$ cat src/rtl/frog_hop_ctrl_if.sv
// Keycode/respawn inputs and sprite position/status outputs of the frog hop controller.
interface frog_hop_ctrl_if;
    logic [15:0] keycode;
    logic        respawn;
    logic [9:0]  FrogX;
    logic [9:0]  FrogY;
    logic [9:0]  FrogS;
    logic [1:0]  facing;
    logic        hopping;
    logic [7:0]  score;
    logic [8:0]  LEDG;

    modport master (
        output keycode, respawn,
        input  FrogX, FrogY, FrogS, facing, hopping, score, LEDG
    );

    modport slave (
        input  keycode, respawn,
        output FrogX, FrogY, FrogS, facing, hopping, score, LEDG
    );
endinterface

$ cat src/rtl/frog_hop_ctrl.sv
// Per-frame grid-hop controller: edge-detected key presses start multi-frame hops,
// with a one-deep hop buffer, bounds rejection, respawn and a forward-hop score.
module frog_hop_ctrl #(
    parameter int unsigned X_START    = 320,
    parameter int unsigned Y_START    = 464,
    parameter int unsigned X_MIN      = 0,
    parameter int unsigned X_MAX      = 639,
    parameter int unsigned Y_MIN      = 0,
    parameter int unsigned Y_MAX      = 479,
    parameter int unsigned FROG_SIZE  = 8,
    parameter int unsigned HOP_DIST   = 16,
    parameter int unsigned HOP_FRAMES = 4,
    parameter logic [15:0] KEY_UP     = 16'h001A,
    parameter logic [15:0] KEY_LEFT   = 16'h0004,
    parameter logic [15:0] KEY_RIGHT  = 16'h0007,
    parameter logic [15:0] KEY_DOWN   = 16'h0016
) (
    input  logic           frame_clk,
    input  logic           Reset,
    frog_hop_ctrl_if.slave bus
);

    localparam int unsigned POS_W = 10;
    localparam int unsigned CNT_W = 4;
    localparam int unsigned LIM_W = POS_W + 1;

    localparam logic [POS_W-1:0] STEP     = POS_W'(HOP_DIST / HOP_FRAMES);
    localparam logic [LIM_W-1:0] HOP_D    = LIM_W'(HOP_DIST);
    localparam logic [LIM_W-1:0] UP_LIM   = LIM_W'(Y_MIN + FROG_SIZE + HOP_DIST);
    localparam logic [LIM_W-1:0] DOWN_LIM = LIM_W'(Y_MAX - FROG_SIZE);
    localparam logic [LIM_W-1:0] LEFT_LIM = LIM_W'(X_MIN + FROG_SIZE + HOP_DIST);
    localparam logic [LIM_W-1:0] RGHT_LIM = LIM_W'(X_MAX - FROG_SIZE);
    localparam logic [CNT_W-1:0] CNT_LAST = CNT_W'(HOP_FRAMES - 1);

    localparam logic [1:0] DIR_UP    = 2'd0;
    localparam logic [1:0] DIR_LEFT  = 2'd1;
    localparam logic [1:0] DIR_RIGHT = 2'd2;
    localparam logic [1:0] DIR_DOWN  = 2'd3;

    typedef enum logic {S_IDLE, S_HOP} state_e;

    state_e           state_q, state_d;
    logic [POS_W-1:0] x_q, x_d, y_q, y_d;
    logic [1:0]       facing_q, facing_d, dir_q, dir_d, pend_dir_q, pend_dir_d;
    logic [CNT_W-1:0] cnt_q, cnt_d;
    logic             pend_vld_q, pend_vld_d, blocked_q, blocked_d;
    logic [15:0]      key_prev_q, key_prev_d;
    logic [7:0]       score_q, score_d;
    logic [8:0]       ledg_q, ledg_d;

    logic             key_hit_c, press_c, req_vld_c;
    logic [1:0]       key_dir_c, req_dir_c;
    logic [3:0]       legal_c;

    // Keycode decode and press edge detection
    always_comb begin
        key_hit_c = 1'b1;
        key_dir_c = DIR_UP;
        unique case (bus.keycode)
            KEY_UP:    key_dir_c = DIR_UP;
            KEY_LEFT:  key_dir_c = DIR_LEFT;
            KEY_RIGHT: key_dir_c = DIR_RIGHT;
            KEY_DOWN:  key_dir_c = DIR_DOWN;
            default:   key_hit_c = 1'b0;
        endcase
        press_c = key_hit_c && (bus.keycode != key_prev_q);
    end

    // Target-in-bounds test for each direction from the current position
    always_comb begin
        legal_c[DIR_UP]    = {1'b0, y_q} >= UP_LIM;
        legal_c[DIR_LEFT]  = {1'b0, x_q} >= LEFT_LIM;
        legal_c[DIR_RIGHT] = ({1'b0, x_q} + HOP_D) <= RGHT_LIM;
        legal_c[DIR_DOWN]  = ({1'b0, y_q} + HOP_D) <= DOWN_LIM;
    end

    always_comb begin
        state_d    = state_q;
        x_d        = x_q;
        y_d        = y_q;
        facing_d   = facing_q;
        dir_d      = dir_q;
        cnt_d      = cnt_q;
        pend_vld_d = pend_vld_q;
        pend_dir_d = pend_dir_q;
        score_d    = score_q;
        blocked_d  = 1'b0;
        key_prev_d = bus.keycode;
        req_vld_c  = 1'b0;
        req_dir_c  = DIR_UP;
        // Status LEDs show the state held during the previous frame
        ledg_d     = {2'b00, blocked_q, pend_vld_q, state_q == S_HOP, 4'b0001 << facing_q};

        unique case (state_q)
            S_IDLE: begin
                // A buffered hop wins over a fresh press, which is then dropped
                if (pend_vld_q) begin
                    req_vld_c  = 1'b1;
                    req_dir_c  = pend_dir_q;
                    pend_vld_d = 1'b0;
                end else if (press_c) begin
                    req_vld_c = 1'b1;
                    req_dir_c = key_dir_c;
                end
                if (req_vld_c) begin
                    facing_d = req_dir_c;
                    if (legal_c[req_dir_c]) begin
                        dir_d   = req_dir_c;
                        cnt_d   = '0;
                        state_d = S_HOP;
                    end else begin
                        blocked_d = 1'b1;
                    end
                end
            end
            S_HOP: begin
                unique case (dir_q)
                    DIR_UP:    y_d = y_q - STEP;
                    DIR_LEFT:  x_d = x_q - STEP;
                    DIR_RIGHT: x_d = x_q + STEP;
                    DIR_DOWN:  y_d = y_q + STEP;
                endcase
                cnt_d = cnt_q + CNT_W'(1);
                if (press_c) begin
                    pend_vld_d = 1'b1;
                    pend_dir_d = key_dir_c;
                end
                if (cnt_q == CNT_LAST) begin
                    state_d = S_IDLE;
                    if (dir_q == DIR_UP && score_q != 8'hFF) begin
                        score_d = score_q + 8'd1;
                    end
                end
            end
            default: state_d = S_IDLE;
        endcase

        // Respawn aborts any hop and discards the buffer but keeps the score
        if (bus.respawn) begin
            x_d        = POS_W'(X_START);
            y_d        = POS_W'(Y_START);
            state_d    = S_IDLE;
            cnt_d      = '0;
            pend_vld_d = 1'b0;
            facing_d   = DIR_UP;
            blocked_d  = 1'b0;
        end
    end

    always_ff @(posedge frame_clk) begin
        if (Reset) begin
            state_q    <= S_IDLE;
            x_q        <= POS_W'(X_START);
            y_q        <= POS_W'(Y_START);
            facing_q   <= DIR_UP;
            dir_q      <= DIR_UP;
            cnt_q      <= '0;
            pend_vld_q <= 1'b0;
            pend_dir_q <= DIR_UP;
            blocked_q  <= 1'b0;
            key_prev_q <= '0;
            score_q    <= '0;
            ledg_q     <= '0;
        end else begin
            state_q    <= state_d;
            x_q        <= x_d;
            y_q        <= y_d;
            facing_q   <= facing_d;
            dir_q      <= dir_d;
            cnt_q      <= cnt_d;
            pend_vld_q <= pend_vld_d;
            pend_dir_q <= pend_dir_d;
            blocked_q  <= blocked_d;
            key_prev_q <= key_prev_d;
            score_q    <= score_d;
            ledg_q     <= ledg_d;
        end
    end

    assign bus.FrogX   = x_q;
    assign bus.FrogY   = y_q;
    assign bus.FrogS   = POS_W'(FROG_SIZE);
    assign bus.facing  = facing_q;
    assign bus.hopping = (state_q == S_HOP);
    assign bus.score   = score_q;
    assign bus.LEDG    = ledg_q;

endmodule
$ cat src/flat_wrapper.sv
// flat-port wrapper written by rule: the top's interface ports become plain ports
module frog_hop_ctrl_flat 
#(
    parameter int unsigned X_START    = 320,
    parameter int unsigned Y_START    = 464,
    parameter int unsigned X_MIN      = 0,
    parameter int unsigned X_MAX      = 639,
    parameter int unsigned Y_MIN      = 0,
    parameter int unsigned Y_MAX      = 479,
    parameter int unsigned FROG_SIZE  = 8,
    parameter int unsigned HOP_DIST   = 16,
    parameter int unsigned HOP_FRAMES = 4,
    parameter logic [15:0] KEY_UP     = 16'h001A,
    parameter logic [15:0] KEY_LEFT   = 16'h0004,
    parameter logic [15:0] KEY_RIGHT  = 16'h0007,
    parameter logic [15:0] KEY_DOWN   = 16'h0016
)
  (frame_clk, Reset, bus_keycode, bus_respawn, bus_FrogX, bus_FrogY, bus_FrogS, bus_facing, bus_hopping, bus_score, bus_LEDG);
  frog_hop_ctrl_if bus_i ();
  input  logic frame_clk;
  input  logic Reset;
  input wire logic [$bits(bus_i.keycode)-1:0] bus_keycode;
  input wire logic [$bits(bus_i.respawn)-1:0] bus_respawn;
  output wire logic [$bits(bus_i.FrogX)-1:0] bus_FrogX;
  output wire logic [$bits(bus_i.FrogY)-1:0] bus_FrogY;
  output wire logic [$bits(bus_i.FrogS)-1:0] bus_FrogS;
  output wire logic [$bits(bus_i.facing)-1:0] bus_facing;
  output wire logic [$bits(bus_i.hopping)-1:0] bus_hopping;
  output wire logic [$bits(bus_i.score)-1:0] bus_score;
  output wire logic [$bits(bus_i.LEDG)-1:0] bus_LEDG;
  assign bus_i.keycode = bus_keycode;
  assign bus_i.respawn = bus_respawn;
  assign bus_FrogX = bus_i.FrogX;
  assign bus_FrogY = bus_i.FrogY;
  assign bus_FrogS = bus_i.FrogS;
  assign bus_facing = bus_i.facing;
  assign bus_hopping = bus_i.hopping;
  assign bus_score = bus_i.score;
  assign bus_LEDG = bus_i.LEDG;
  frog_hop_ctrl #(.X_START(X_START), .Y_START(Y_START), .X_MIN(X_MIN), .X_MAX(X_MAX), .Y_MIN(Y_MIN), .Y_MAX(Y_MAX), .FROG_SIZE(FROG_SIZE), .HOP_DIST(HOP_DIST), .HOP_FRAMES(HOP_FRAMES), .KEY_UP(KEY_UP), .KEY_LEFT(KEY_LEFT), .KEY_RIGHT(KEY_RIGHT), .KEY_DOWN(KEY_DOWN)) u_core (.frame_clk(frame_clk), .Reset(Reset), .bus(bus_i));
endmodule
$ cat config.mk
export PLATFORM = sky130hd
export DESIGN_NAME = frog_hop_ctrl_flat
export DESIGN_NICKNAME = d
export VERILOG_FILES = /design/src/rtl/frog_hop_ctrl_if.sv /design/src/rtl/frog_hop_ctrl.sv /design/src/flat_wrapper.sv
export SDC_FILE = /design/constraint.sdc
export NUM_CORES = 1
export LEC_CHECK = 0
export CORE_ASPECT_RATIO = 0.9
export CORE_MARGIN = 1.5
export CORE_UTILIZATION = 63
export DETAILED_ROUTE_END_ITERATION = 16
export DONT_BUFFER_PORTS = 1
export GPL_ROUTABILITY_DRIVEN = 0
export PLACE_DENSITY = 0.79
export SLEW_MARGIN = 15
export SYNTH_ARGS = -nofsm -noshare
export SYNTH_HDL_FRONTEND = slang
export SYNTH_SLANG_ARGS = --single-unit
$ cat constraint.sdc
create_clock -name frame_clk -period 2.9 [get_ports frame_clk]
set_clock_uncertainty 0.1 [all_clocks]
set_input_delay 0.29 -clock frame_clk [delete_from_list [all_inputs] [get_ports frame_clk]]
set_output_delay 0.29 -clock frame_clk [all_outputs]
set_load 0.02 [all_outputs]
# Yosys cells after proc, flatten, opt, wreduce, memory -nomap -nowiden
# Index checks and enable logic that the tools add are counted.
# Widths: inputs -> output; s select.
dict set report word_totals {
  mem_count 0
  in_bits 19
  word_cells 79
  reg_bits 66
  rom_bits 0
  ramBits 0
  latch_bits 0
}
dict set report op_classes {
  n_div 0
  n_mux 22
  n_eq_ne 13
  shifts 1
  addsub 8
  n_reduce_logical 15
  n_lt_le_gt_ge 5
  bitwise_logic 2
  mul 0
}
# op count
set ops {}
lappend ops {{$pmux 10 s2} 2}
lappend ops {{$eq 16x3->1 const B} 2}
lappend ops {{$eq 16x5->1 const B} 2}
lappend ops {{$add 10x5->11 const B} 2}
lappend ops {{$add 10x3->10 const B} 2}
lappend ops {{$ge 10x5->1 const B} 2}
lappend ops {{$sub 10x3->10 const B} 2}
lappend ops {{$ne 16x16->1} 1}
lappend ops {{$le 11x10->1 const B} 1}
lappend ops {{$le 11x9->1 const B} 1}
lappend ops {{$mux 1} 10}
lappend ops {{$reduce_and 2->1} 5}
lappend ops {{$add 8x1->8 const B} 1}
lappend ops {{$mux 4} 2}
lappend ops {{$ne 8x8->1 const B} 1}
lappend ops {{$pmux 4 s2} 1}
lappend ops {{$reduce_or 4->1} 2}
lappend ops {{$mux 2} 3}
lappend ops {{$pmux 2 s3} 1}
lappend ops {{$reduce_and 3->1} 2}
lappend ops {{$add 4x1->4 const B} 1}
lappend ops {{$eq 2x2->1 const B} 2}
lappend ops {{$eq 4x2->1 const B} 1}
lappend ops {{$ne 2x2->1 const B} 2}
lappend ops {{other kinds (11)} 15}

# Logic depth before layout (Yosys ltp)
dict set report logic_depth {
  word_depth 12
  mapped_depth 11
  depth_no_buf 11
}

# Worst setup path after synthesis
# OpenSTA, ideal clock, no wires.
dict set report synth_timing {
  path_type {register to register}
  from {register u_core.dir_q[0]}
  to {register u_core.x_q[9], in the netlist u_core.bus.FrogX[9]}
  stages_incl_launch_ff 12
  setup_slack_ps 367
  setup_time_ps 72
  t_arrival_ps 2361
  synth_period_minus_slack_ps 2533
  cell_sequence {dfxtp_1 > inv_1 > ha_1 > inv_1 > ha_1 > a21o_1 > a21oi_1 > o21bai_1 > a2111o_1 > a211o_1 > nand2_1 > mux2i_1}
}
dict set report synth_via {
  elab_chain_len 3
}
# element line_no
set synth_rtl {}
lappend synth_rtl {{start: declaration} frog_hop_ctrl.sv:44} ;# logic [1:0] facing_q, facing_d, dir_q, dir_d, pend_dir_q, pend_dir_d;
lappend synth_rtl {{start signal: assignment} frog_hop_ctrl.sv:169} ;# dir_q <= dir_d;
lappend synth_rtl {{$eq 2x1->1 or $eq 2x2->1 (tied branches)} frog_hop_ctrl.sv:117} ;# unique case (dir_q)
lappend synth_rtl {{$reduce_bool 2->1 (no source line)} n/a}
lappend synth_rtl {{$reduce_and 2->1 (no source line)} n/a}
lappend synth_rtl {{end signal: assignment} frog_hop_ctrl.sv:153} ;# x_q <= POS_W'(X_START);
lappend synth_rtl {{end: declaration} frog_hop_ctrl.sv:43} ;# logic [POS_W-1:0] x_q, x_d, y_q, y_d;
# Parallel ways exist; a longest one is shown, timed or not.
# A chain may end at the register's enable or synchronous reset.

# Worst setup path in the final report
# Same ends and word-level chain as after synthesis.

==> metrics <==
outcome=completed; min cycle time layout=2.664 ns; area grow syn2layout=10.05%; Mapped Area=0.003400 sq mm; IO buf count=0; critical path data arrival time=2.85 ns; yosys warns=0; CP Capture Type=flip-flop; clock sinks=60; hold-critical path depth=2; number of synthesized flops with an enable pin=0; initial antenna violation count=0; NumNets Final=439; FFs w/ async S/R, synth=0%; CP required=about 3.1 ns; Routed Wire Length=7017 um; Non-Filler Instances=469; worst-case vdd ir drop=286.7 uV; Crit Path Max Fanout=7; Clock Tree Buf Depth=2; PnR Total Power=approximately 1.7 mW; DP Worst Slack=0.1570 ns; CP top delay family=compound AO/OA/AOI/OAI gates; CTS buffer count=9; DRT iter0 DRCs=115; I/O pins=69; largest net degree at the start of global routing=34; Die Span Y=72.69 um; Buf+Inv Stages, Crit Path=2; Seq cells post-synth=60; GRT Util Overall=25.30%; Synth Flop Type=dfxtp_1; hpwl dp=4623 um; Reg2Reg Depth=11; number of cells after detailed placement=436; Synth Area per Inst=8.946 sq um; Setup WS post-layout=0.2357 ns; WP depth=11; Worst setup SP type=flip-flop; relative slew slack=39.23%; Max Cap Violations=0; Final ANT Viol Nets=0; die area=0.005846 sq mm; Final Setup Violations=0; Post-route DRC=0; grt ovf=0; design area=0.003741 sq mm; TritonRoute pass-1 iters=4; post-synth cell types=57; cell count after synthesis=380; Chip Width=80.43 um; htree depth=3; Vias/cell=5.674; CP max stage cell=a2111o_1; CTS tree=done; area of the core=roughly 0.0052 sq mm; post-placement cell area=0.003377 sq mm; crit path cell chain=inv_1 > ha_1 > inv_2 > ha_1 > a21o_1 > a21oi_1 > o21bai_1 > a2111o_1 > a211o_1 > nand2_1 > mux2i_1; first-pass GRT wire length=~11000 um; CTS Root Cell=clkbuf_8; fmax=~380 MHz; starting density of the core=65.08%; RSZ-0062 raised after global routing=false; number of global-route vias before repair=2509; via count=2661; Fin. Hold Viols=0; Final period util=91.87%; PD cells=443.0 mW/mm^2; clk slew on worst S/H paths=0.07 ns; Skew-Pair Late Insertion Delay=0.35 ns; Max stage delay on crit path=0.44 ns; drt wl/cell=14.96 um; cell repeated most along the worst path=ha_1; antenna cells=0; Sum Neg Setup Slack=0 ns; sequential area share after synthesis=roughly a third; share of cells above drive strength 1=8.458%; min-delay worst type=input pin to flip-flop; worst slew pin tran=0.9082 ns; Pleak=~1.5 nW; fin. max-slew vios=0; # rows=25; Setup Buffers After CTS=0; crit path kind=flip-flop to flip-flop
[state kept, by name (all words and copies together), names as in the netlist]
register            flops
u_core.key_prev_q      16
u_core.pend_vld_q       1
u_core.dir_q            2
u_core.pend_dir_q       2
u_core.bus.hopping      1
u_core.blocked_q        1
u_core.bus.score        8
u_core.bus.LEDG         7
u_core.bus.FrogY        8
u_core.cnt_q            4
u_core.bus.facing       2
u_core.bus.FrogX        8
[path summary, 6_finish.rpt]
check,startpoint,endpoint,slack (ns)
worst min-delay path,bus_respawn,u_core.bus.FrogX[9]$_SDFFE_PP0P_,0.02
worst max-delay path,u_core.dir_q[0]$_SDFFE_PP0P_,u_core.bus.FrogX[9]$_SDFFE_PP0P_,0.24
worst max register to register,u_core.dir_q[0]$_SDFFE_PP0P_,u_core.bus.FrogX[9]$_SDFFE_PP0P_,0.24
worst min register to register,u_core.blocked_q$_SDFF_PP0_,u_core.bus.LEDG[6]$_SDFF_PP0_,0.36
[cell usage after synthesis (all sizes together) (11+ instances only)]
master  instances  area, sq um
nand2          25        93.84
inv            12        45.04
xnor2          11        96.34
nor2           36        137.6
buf            19        147.6
nor2b          18        112.6
dfxtp          60         1201
ha             21        262.8
xor2           28        245.2
a21oi          22        110.1
[worst reg2reg max path, stage by stage (launching register included)]
cell and delay, ns:
dfxtp_1 0.36, inv_1 0.07, ha_1 0.24, inv_2 0.15, ha_1 0.25, a21o_1 0.17, a21oi_1 0.20, o21bai_1 0.12
a2111o_1 0.44, a211o_1 0.26, nand2_1 0.08, mux2i_1 0.16
[placed cells by master (no fill, tap or decap), types with 3 or more instances in the layout]
master          n
dlygate4sd3_1  16
nand4_1         7
xnor2_1        11
inv_1          10
conb_1         16
clkbuf_8        9
a21o_1          3
xor2_1         28
ha_1           21
clkinv_2        3
nor3_1          8
nor4_1          8
mux2i_1         5
nand3_1         9
and3_1          4
o21ai_0         3
a21oi_1        22
a211oi_1        5
or3_1           7
nor2_1         35
buf_4           3
dfxtp_1        60
o211ai_1        8
nand2b_1        7
nor2b_1        18
o21bai_1        4
nand2_1        25
o211a_1         3
[metal layers]
layer | vias to the layer above | global-route usage, % | wire, um
li1 | 1337 | - | -
met1 | 1245 | 31.70 | 3159
met2 | 67 | 40.06 | 3348
met3 | 12 | 10.75 | 412
met4 | 0 | 6.897 | 95
met5 | - | 0 | 0
[kinds of logic (layout without fill, tap and decap cells)]
group	count (synthesis)	after routing	share of synthesized area, %
buffers and inverters	40	48	6.662
other	2	16	0.2209
DFF	60	60	35.33
and+or+nand+nor	140	140	21.38
adders and majority gates	23	23	8.907
AOI/OAI and AO/OA	69	69	15.31
muxes	7	7	2.135
xor gates and xnor gates	39	39	10.05
[final cells by class]
type	count	area, sq um
tap	67	83.83
multi-input combinational	294	2024
fill	383	1483
inverter	12	45.04
clock buffer	11	131.4
clock inverter	5	52.55
sequential	60	1201
timing repair buffer	20	202.7
[repair_timing]
action / 4_1_cts / 5_1_grt
resized for setup: 0 / 2
endpoints found under the setup margin: 0 / 2
hold endpoints to repair: 33 / 0
hold buffers: 17 / 0
[power breakdown]
| part | switching [mW] | internal (mW) |
|---|---|---|
| logic | 0.0541 | 0.0404 |
| clock network | 0.328 | 0.392 |
| registers | 0.00626 | 0.837 |
| total | 0.388 | 1.27 |
[per-stage QoR]
step	hold slack [ns]	utilization, %
2_1_floorplan	0.3138	-
3_3_place_gp	0.2624	64.65
3_5_place_dp	0.2637	64.65
4_1_cts	0.01481	71.62
5_1_grt	0.02062	71.62
6_report	0.01905	71.62
(Power assumes the default switching activity.)
